**config.mk**
```make
export PLATFORM = sky130hd
export DESIGN_NAME = regfile_wb_ctrl
export DESIGN_NICKNAME = d
export VERILOG_FILES = /design/src/rtl/regfile_wb_ctrl.sv
export SDC_FILE = /design/constraint.sdc
export NUM_CORES = 1
export LEC_CHECK = 0
export ABC_AREA = 1
export BUFFER_PORTS_ARGS = -buffer_cell sky130_fd_sc_hd__buf_4
export CORE_MARGIN = 5
export CORE_UTILIZATION = 49
export CTS_CLUSTER_SIZE = 20
export DETAILED_ROUTE_END_ITERATION = 10
export GPL_TIMING_DRIVEN = 0
export PLACE_DENSITY = 0.89
export SETUP_SLACK_MARGIN = 0.3
export SYNTH_ARGS = -nofsm -noshare
export SYNTH_HDL_FRONTEND = slang
export SYNTH_SLANG_ARGS = --single-unit
```
**constraint.sdc**
```tcl
create_clock -name clk -period 1.9 [get_ports clk]
set_input_delay 0.285 -clock clk [delete_from_list [all_inputs] [get_ports clk]]
set_output_delay 0.285 -clock clk [all_outputs]
set_load 0.01 [all_outputs]
```
**src/rtl/regfile_wb_ctrl.sv**
```systemverilog
// Write-side controller for the integer register file: round-robin arbitration of
// EXU/LSU results onto the single write port, plus a per-register pending scoreboard.
module regfile_wb_ctrl #(
  parameter int ADDR_WIDTH = 5,
  parameter int DATA_WIDTH = 64,
  parameter int NREG       = 2 ** ADDR_WIDTH
) (
  input  logic                  clk,
  input  logic                  rst,
  input  logic                  issue_valid,
  input  logic                  issue_wen,
  input  logic [ADDR_WIDTH-1:0] issue_rd,
  output logic                  issue_ready,
  input  logic [ADDR_WIDTH-1:0] chk_rs1,
  input  logic [ADDR_WIDTH-1:0] chk_rs2,
  output logic                  chk_busy,
  input  logic                  exu_valid,
  input  logic [ADDR_WIDTH-1:0] exu_rd,
  input  logic [DATA_WIDTH-1:0] exu_data,
  output logic                  exu_ready,
  input  logic                  lsu_valid,
  input  logic [ADDR_WIDTH-1:0] lsu_rd,
  input  logic [DATA_WIDTH-1:0] lsu_data,
  output logic                  lsu_ready,
  output logic                  rf_wen,
  output logic [ADDR_WIDTH-1:0] rf_waddr,
  output logic [DATA_WIDTH-1:0] rf_wdata
);

  typedef enum logic {
    SRC_EXU = 1'b0,
    SRC_LSU = 1'b1
  } src_t;

  src_t                  rr_last;
  logic [NREG-1:0]       pending;
  logic [NREG-1:0]       pending_next;
  logic                  grant_exu;
  logic                  grant_lsu;
  logic                  issue_fire;
  logic [ADDR_WIDTH-1:0] win_rd;
  logic [DATA_WIDTH-1:0] win_data;

  assign chk_busy    = pending[chk_rs1] | pending[chk_rs2];
  assign issue_ready = ~(issue_wen & pending[issue_rd]);
  assign issue_fire  = issue_valid & issue_ready;

  // On contention the source that did not win last time gets the port.
  assign grant_exu = exu_valid & (~lsu_valid | (rr_last == SRC_LSU));
  assign grant_lsu = lsu_valid & (~exu_valid | (rr_last == SRC_EXU));
  assign exu_ready = grant_exu;
  assign lsu_ready = grant_lsu;

  always_comb begin
    win_rd   = exu_rd;
    win_data = exu_data;
    if (grant_lsu) begin
      win_rd   = lsu_rd;
      win_data = lsu_data;
    end
  end

  // Clear is applied before set so a same-edge set of the same index wins.
  always_comb begin
    pending_next = pending;
    if (rf_wen) begin
      pending_next[rf_waddr] = 1'b0;
    end
    if (issue_fire && issue_wen && (issue_rd != '0)) begin
      pending_next[issue_rd] = 1'b1;
    end
    pending_next[0] = 1'b0;
  end

  always_ff @(posedge clk) begin
    if (rst) begin
      pending  <= '0;
      rr_last  <= SRC_EXU;
      rf_wen   <= 1'b0;
      rf_waddr <= '0;
      rf_wdata <= '0;
    end else begin
      pending <= pending_next;
      rf_wen  <= 1'b0;
      if (grant_exu) begin
        rr_last <= SRC_EXU;
      end else if (grant_lsu) begin
        rr_last <= SRC_LSU;
      end
      if ((grant_exu || grant_lsu) && (win_rd != '0)) begin
        rf_wen   <= 1'b1;
        rf_waddr <= win_rd;
        rf_wdata <= win_data;
      end
    end
  end

endmodule

```
==> flow_metrics.py, run 1 <==
metrics = {
    "cts": {
        "numCtsBuffers": 9,
        "cts_sinks": 102,
        "clk_path_buf_depth": 2,
        "clkSlewWorstSetupHoldPaths_ns": 0.07,
        "cts_tree": "done",
        "h-tree-depth": 3,
        "hold_buffers": 0,
        "clock_latency_ns": 0.36,
        "cts_root_buf": "clkbuf_16",
    },
    "job": {
        "drv_cap": 0,
    },
    "drt": {
        "ant_nets": 0,
        "dr.first_iter.drc_count": 1037,
        "vias_per_cell": 5.96,
        "vias": 8267,
        "drc": 0,
        "drt-total-wl_mm": 28.3,
        "avgRoutedWirePerCell_um": 20.4,
        "dr.pass1.iters": 6,
    },
    "die": {
        "start_util_pct": 49.4,
        "dieArea_um2": 14200,
        "rows": 40,
        "die_y_um": 119,
        "ios": 233,
        "die_x_um": 119,
        "core_um2": 11900,
    },
    "setup_path": {
        "startpoint": "rr_last",
        "crit_end": "rf_wdata[61]",
        "cp_data_arrival_time_ns": 2.19,
        "crit_path_end_kind": "flip-flop",
        "reg2reg_to": "rf_wdata[61]",
        "rr_startpoint": "rr_last",
        "worstPathMaxFanout": 7,
        "cp.required_ns": 2.14,
        "r2r_cells": 13,
        "start_kind": "flip-flop",
        "criticalPathCategory": "reg2reg",
        "reg2reg_slack_ns": -0.05,
    },
    "power_and_ir_drop": {
        "leakagePower_nw": 4.42,
        "ir_drop_uv": 588,
        "p_per_area_nw_per_um2": 676,
        "finalPower_mw": 6.23,
    },
    "logic_synthesis": {
        "synth.largest_area_cell": "dfxtp_1",
        "synth_fa_ha_area_share_pct": 0,
        "synth.avg_cell_area_um2": 6.11,
        "yosysTopAreaCellShare_pct": 34.9,
        "yosys.area_share.simple_pct": 40.6,
        "synth_top_cells_by_count": "nand2_1, nor2_1, o21ai_0",
        "synth_edf_count": 0,
        "yosys-top-cells-area": "dfxtp_1, nand2_1, o21ai_0",
        "synth_cells": 959,
        "synth_warnings": 0,
        "seq_area_frac_synth_pct": 34.9,
        "synth_top_family_by_area": "simple AND/OR/NAND/NOR gates",
        "synth_fp_nets": 1118,
        "synthXorXnorAreaFrac_pct": 0,
        "synthArstFlopShare_pct": 0,
        "synth_mux_area_share_pct": 0,
        "synth.distinct_cells": 27,
        "synth_area_um2": 5860,
        "synth_compound_area_share_pct": 16.5,
        "synth.most_common_cell": "nand2_1",
        "synth-seq-cells": 102,
        "ys.flop_type": "dfxtp_1",
    },
    "placement": {
        "hpwlAfterDp_mm": 16.6,
        "place_inst": 1336,
        "portBuffers": 230,
        "placed_cell_area_um2": 7770,
        "gp_congestion": 0.965,
    },
    "timing": {
        "tightest_slew_ns": 0.692,
        "skew_ns": 0.0109,
        "layout_min_cycle_time_ns": 1.95,
        "relSlewSlack_pct": 53.8,
        "drv_slew": 0,
        "worst_slack_ns": -0.0534,
        "rsz0062_at_grt": "true",
        "hold_viol": 0,
        "fin_crit_sh_pct": 103,
        "whs_ns": 0.263,
        "timing.fmax_mhz": 512,
        "finalSetupViolCount": 1,
    },
    "finish": {
        "fin_nets": 1394,
        "stdcell_count": 1387,
        "area_delta_synth_final_pct": 57.5,
        "fill_cells": 745,
        "drive_gt1_share_pct": 38.9,
        "antennaDiodeCount": 0,
        "fin_area_um2": 9230,
    },
    "run_status": {
        "failed_checks": "negative setup slack",
        "status": "complete, but fails checks",
    },
    "global_routing": {
        "gr-total-overflow": 0,
        "globalRouteTotalUtil_pct": 33.3,
        "antenna_found_initial": 0,
        "grt_pass1_vias": 7254,
        "grt_pass1_wl_mm": 37.9,
        "grt_max_degree": 19,
    },
    "min_path": {
        "hold_class": "in2reg",
    },
}
==> state kept, by name, indices dropped and copies added (netlist names) <==
signal / count
pending: 31
rr_last: 1
rf_waddr: 5
rf_wdata: 64
rf_wen: 1
==> power breakdown <==
group / internal (mW) / total (mW) / switching (mW)
Clock: 1.05 / 1.94 / 0.895
Combinational: 0.854 / 1.85 / 0.999
Sequential: 2.28 / 2.44 / 0.153
Total: 4.19 / 6.23 / 2.05
==> final cells by class <==
| class | count | area, µm² | area share, % |
|---|---|---|---|
| Buffer | 59 | 472 | 5.11 |
| Clock buffer | 10 | 229 | 2.48 |
| Clock inverter | 6 | 78.8 | 0.854 |
| Inverter | 39 | 156 | 1.70 |
| Multi-Input combinational cell | 759 | 3810 | 41.3 |
| Sequential cell | 102 | 2080 | 22.6 |
| Tap cell | 147 | 184 | 1.99 |
| Timing Repair Buffer | 265 | 2220 | 24.0 |
==> worst max-delay path: stages (launching register included) <==
cell     delay, ns
dfxtp_2       0.35
nand2_2       0.08
nand2_4       0.13
nand2_1       0.10
nand2_2       0.12
nor2_2        0.05
nand3_2       0.08
nand2_4       0.08
buf_6         0.14
buf_8         0.13
buf_12        0.13
buf_16        0.13
o21ai_1       0.21
nor2_1        0.10
==> cells in the final DEF, fill, tap and decap left out, types with 14 or more instances in the layout <==
cell type,instances
nand2_1,282
buf_4,242
nor2_1,142
o21ai_0,76
dfxtp_1,73
a21oi_1,37
o21ai_2,35
nor2_4,35
inv_1,31
nand4_1,31
nand3_1,30
buf_6,29
dfxtp_2,28
o21ai_1,21
nand2_2,16
nor2_2,16
buf_2,14
==> cells by family (layout without fill, tap and decap cells) <==
family                 Yosys count  count (layout)
AND/OR/NAND/NOR                571             571
flip-flops                     102             102
buffers and inverters           98             379
AO/OA/AOI/OAI                  188             188
==> worst min-delay path by stage <==
stage                      startpoint           to  slack (ns)  cells after the start
after floorplan           pending[12]  pending[12]        0.45                      2
after global placement    pending[28]  pending[28]        0.46                      2
after detailed placement  pending[28]  pending[28]        0.47                      2
after CTS                   lsu_valid      rr_last        0.23                      3
after global routing      lsu_data[5]  rf_wdata[5]        0.26                      5
final                       lsu_valid      rr_last        0.26                      3
==> timing repair <==
item	in CTS	in global routing
resized for setup	173	127
endpoints found under the setup margin	65	95
pin swaps	63	72
gates cloned	8	3
setup buffers	22	2
==> per-stage QoR <==
step                TNS, ns  setup slack, ns  util, %
finish              -0.0534          -0.0534     77.8
detailed placement   -0.160           -0.156     65.5
CTS                       0           0.0899     74.7
floorplan                 0            0.357        -
global route         -0.157          -0.0778     77.8
global placement     -0.142           -0.130     65.5
==> metal layers <==
metal / wire length (µm) / global-route usage, % / vias up
li1: - / - / 3657
met2: 13500 / 59.1 / 688
met1: 9610 / 36.5 / 3708
met5: 0 / 0 / -
met3: 2880 / 8.07 / 214
met4: 2370 / 17.8 / 0
No activity file was read; power rests on OpenSTA's default activity.
==> inputs of run 2 (changes only) <==
Settings changed: ABC_AREA 1 to 0, CORE_UTILIZATION 49 to 40, CTS_BUF_LIST from default to sky130_fd_sc_hd__clkbuf_16, PLACE_DENSITY 0.89 to 0.77.
==> run 2 against run 1 <==
Net effect: the flow still finishes with violations (negative setup slack); global-route usage shrank 8.9 points; combinational power grew 6%; die area grew 13%; non-clock buffer count shrank 12; register-to-register slack gained 0.12 ns; clock power shrank 7%; maximum frequency shrank 14%; largest power group unchanged; largest cell class unchanged.
==> flow_metrics.py, run 2 <==
metrics = {
    "placement": {
        "hpwlAfterDp_mm": 14.9,
        "gp_congestion": 0.893,
        "portBuffers": 226,
        "placed_cell_area_um2": 7600,
    },
    "timing": {
        "layout_min_cycle_time_ns": 2.27,
        "timing.fmax_mhz": 440,
        "skew_ns": 0.00680,
        "finalSetupViolCount": 2,
        "relSlewSlack_pct": 45.3,
        "tightest_slew_ns": 0.820,
        "drv_slew": 0,
        "hold_viol": 0,
        "whs_ns": 0.232,
        "worst_slack_ns": -0.371,
        "fin_setup_tns_ns": -0.563,
        "fin_crit_sh_pct": 120,
        "rsz0062_at_grt": "true",
    },
    "setup_path": {
        "reg2reg_to": "rf_wdata[12]",
        "cp_data_arrival_time_ns": 1.99,
        "cp.required_ns": 1.62,
        "crit_path_end_kind": "primary output",
        "rr_startpoint": "rr_last",
        "cpLargestDelayFamily": "multiplexers",
        "reg2reg_slack_ns": 0.07,
        "startpoint": "pending[7]",
        "path_buf_inv": 1,
        "crit_chain": "mux4_2 > mux2i_1 > nor3b_1 > nor4_2 > nand4_1 > buf_4",
        "start_kind": "flip-flop",
        "criticalPathCategory": "reg2out",
        "critPathSlowestCell": "mux4_2",
        "slowest_delay_ns": 0.50,
        "r2r_cells": 11,
        "worstPathMaxFanout": 5,
    },
    "logic_synthesis": {
        "synth_compound_area_share_pct": 17.7,
        "synth_edf_count": 0,
        "synth_top_cells_by_count": "dfxtp_1, mux2i_1, nor2_1",
        "synth_area_um2": 5440,
        "seq_area_frac_synth_pct": 37.5,
        "synth.most_common_cell": "dfxtp_1",
        "synth.largest_area_cell": "dfxtp_1",
        "synth_fp_nets": 733,
        "ys.flop_type": "dfxtp_1",
        "synthXorXnorAreaFrac_pct": 0,
        "synth.avg_cell_area_um2": 9.48,
        "yosys-top-cells-area": "dfxtp_1, mux2i_1, a211oi_1",
        "synthArstFlopShare_pct": 0,
        "yosysTopAreaCellShare_pct": 37.5,
        "synth.distinct_cells": 49,
        "synth_top_family_by_area": "multiplexers",
        "synth-seq-cells": 102,
        "yosys.area_share.simple_pct": 18.6,
        "synth_warnings": 0,
        "synth_mux_area_share_pct": 22.2,
        "synth_cells": 574,
        "synth_fa_ha_area_share_pct": 0,
    },
    "die": {
        "die_y_um": 127,
        "core_um2": 13300,
        "dieArea_um2": 16000,
        "die_x_um": 127,
        "ios": 233,
        "rows": 42,
        "start_util_pct": 40.9,
    },
    "cts": {
        "cts_root_buf": "clkbuf_16",
        "cts_sinks": 102,
        "numCtsBuffers": 9,
        "clk_path_buf_depth": 2,
        "clock_latency_ns": 0.34,
        "cts_tree": "done",
        "clkSlewWorstSetupHoldPaths_ns": 0.07,
        "h-tree-depth": 3,
    },
    "finish": {
        "layout_commonest_cell": "buf_4",
        "fill_cells": 910,
        "largestRegisters": "rf_wdata (64), pending (31), rf_waddr (5)",
        "area_delta_synth_final_pct": 70.6,
        "drive_gt1_share_pct": 57.3,
        "largest_reg_flops": 64,
        "top_register": "rf_wdata",
        "antennaDiodeCount": 0,
        "fin_nets": 1010,
        "ff_latch_area_um2": 2060,
        "fin_area_um2": 9290,
        "multi_input_area_um2": 3950,
        "final_cell_mix": "buf_4, dfxtp_1, mux2i_1",
    },
    "min_path": {
        "whs_path_depth": 3,
        "hp-start": "exu_rd[2]",
        "hold_class": "in2reg",
        "holdPathEnd": "rf_waddr[2]",
    },
    "run_status": {
        "failed_checks": "negative setup slack",
        "status": "complete, but fails checks",
    },
    "drt": {
        "vias": 6040,
        "ant_nets": 0,
        "drc": 0,
        "avgRoutedWirePerCell_um": 22.0,
        "dr.first_iter.drc_count": 468,
        "vias_per_cell": 5.86,
        "dr.pass1.iters": 5,
        "drt-total-wl_mm": 22.7,
    },
    "global_routing": {
        "grt_max_degree": 16,
        "antenna_found_initial": 0,
        "globalRouteTotalUtil_pct": 24.4,
        "grt_pass1_vias": 5914,
        "gr-total-overflow": 0,
        "grt_pass1_wl_mm": 31.6,
    },
    "power_and_ir_drop": {
        "finalPower_mw": 6.21,
        "leakagePower_nw": 3.88,
        "ir_drop_uv": 515,
        "p_per_area_nw_per_um2": 668,
    },
    "job": {
        "drv_cap": 0,
    },
}
==> run 2: cell count changes after synthesis, moves of 20 or more <==
| cell | change |
|---|---|
| a211oi_1 | +66 |
| a21oi_1 | -40 |
| inv_1 | -34 |
| mux2i_1 | +85 |
| nand2_1 | -280 |
| nand3_1 | -26 |
| nand3b_1 | +20 |
| nand4_1 | -29 |
| nor2_1 | -81 |
| nor2_2 | -32 |
| o21ai_0 | -105 |
| o21ai_1 | +20 |
==> run 2: repair_timing <==
| action | in CTS | in global routing |
|---|---|---|
| setup buffers | 22 | 6 |
| resized for setup | 136 | 103 |
| hold buffers | 0 | 0 |
| cloned | 4 | 8 |
| hold endpoints to repair | 0 | 0 |
| pin swaps | 35 | 48 |
| endpoints found under the setup margin | 103 | 104 |
==> run 2: area by class of cell <==
cell class                      count  share of cell area (%)
Multi-Input combinational cell    424                    42.6
Timing Repair Buffer              266                    24.9
Sequential cell                   102                    22.1
Buffer                             46                    4.89
Clock buffer                        9                    2.42
Tap cell                          176                    2.37
Clock inverter                      6                   0.606
Inverter                            2                  0.0808
==> run 2: cell families (layout without fill, tap and decap cells) <==
family	count (synthesis)	count (layout)
compound gates	141	141
simple gates	182	182
flops	102	102
mux	101	101
buf+inv	48	329
==> run 2: where the power goes <==
group          leakage, nW  switching (mW)  total [mW]  internal, mW
logic                 2.89           0.926        1.97          1.04
clock network        0.138           0.811        1.81          1.00
registers            0.846           0.138        2.43          2.29
total                 3.88            1.87        6.21          4.33
==> run 2: metal layers <==
metal	vias up	track usage [%]	part of all wire [%]
li1	2699	-	-
met1	2965	29.7	38
met2	310	42.6	50
met3	66	5.42	7.0
met4	0	8.39	4.3
met5	-	0	0
==> run 2: how the worst max path moves through the flow <==
stage / end / slack [ns] / cells after the start
5_1_grt: chk_busy / -0.42 / 6
2_1_floorplan: issue_ready / 0.05 / 6
3_5_place_dp: chk_busy / -0.42 / 8
6_report: chk_busy / -0.37 / 6
3_3_place_gp: chk_busy / -0.41 / 8
4_1_cts: chk_busy / -0.37 / 5
==> run 2: worst register-to-register path: stages (launching register included) <==
cell	delay, ns
dfxtp_2	0.36
a21boi_2	0.06
buf_4	0.15
buf_6	0.11
buf_6	0.11
o21ai_4	0.08
o21ai_4	0.11
buf_8	0.16
buf_6	0.12
buf_12	0.13
buf_12	0.13
a211oi_2	0.22
==> run 2: metrics by stage <==
| stage | std cells | utilization [%] | worst slack (ns) |
|---|---|---|---|
| floorplan | 574 | - | 0.0524 |
| global placement | 976 | 57.1 | -0.406 |
| detailed placement | 976 | 57.1 | -0.423 |
| CTS | 1017 | 65.1 | -0.371 |
| global route | 1031 | 69.9 | -0.418 |
| finish | 1031 | 69.9 | -0.371 |
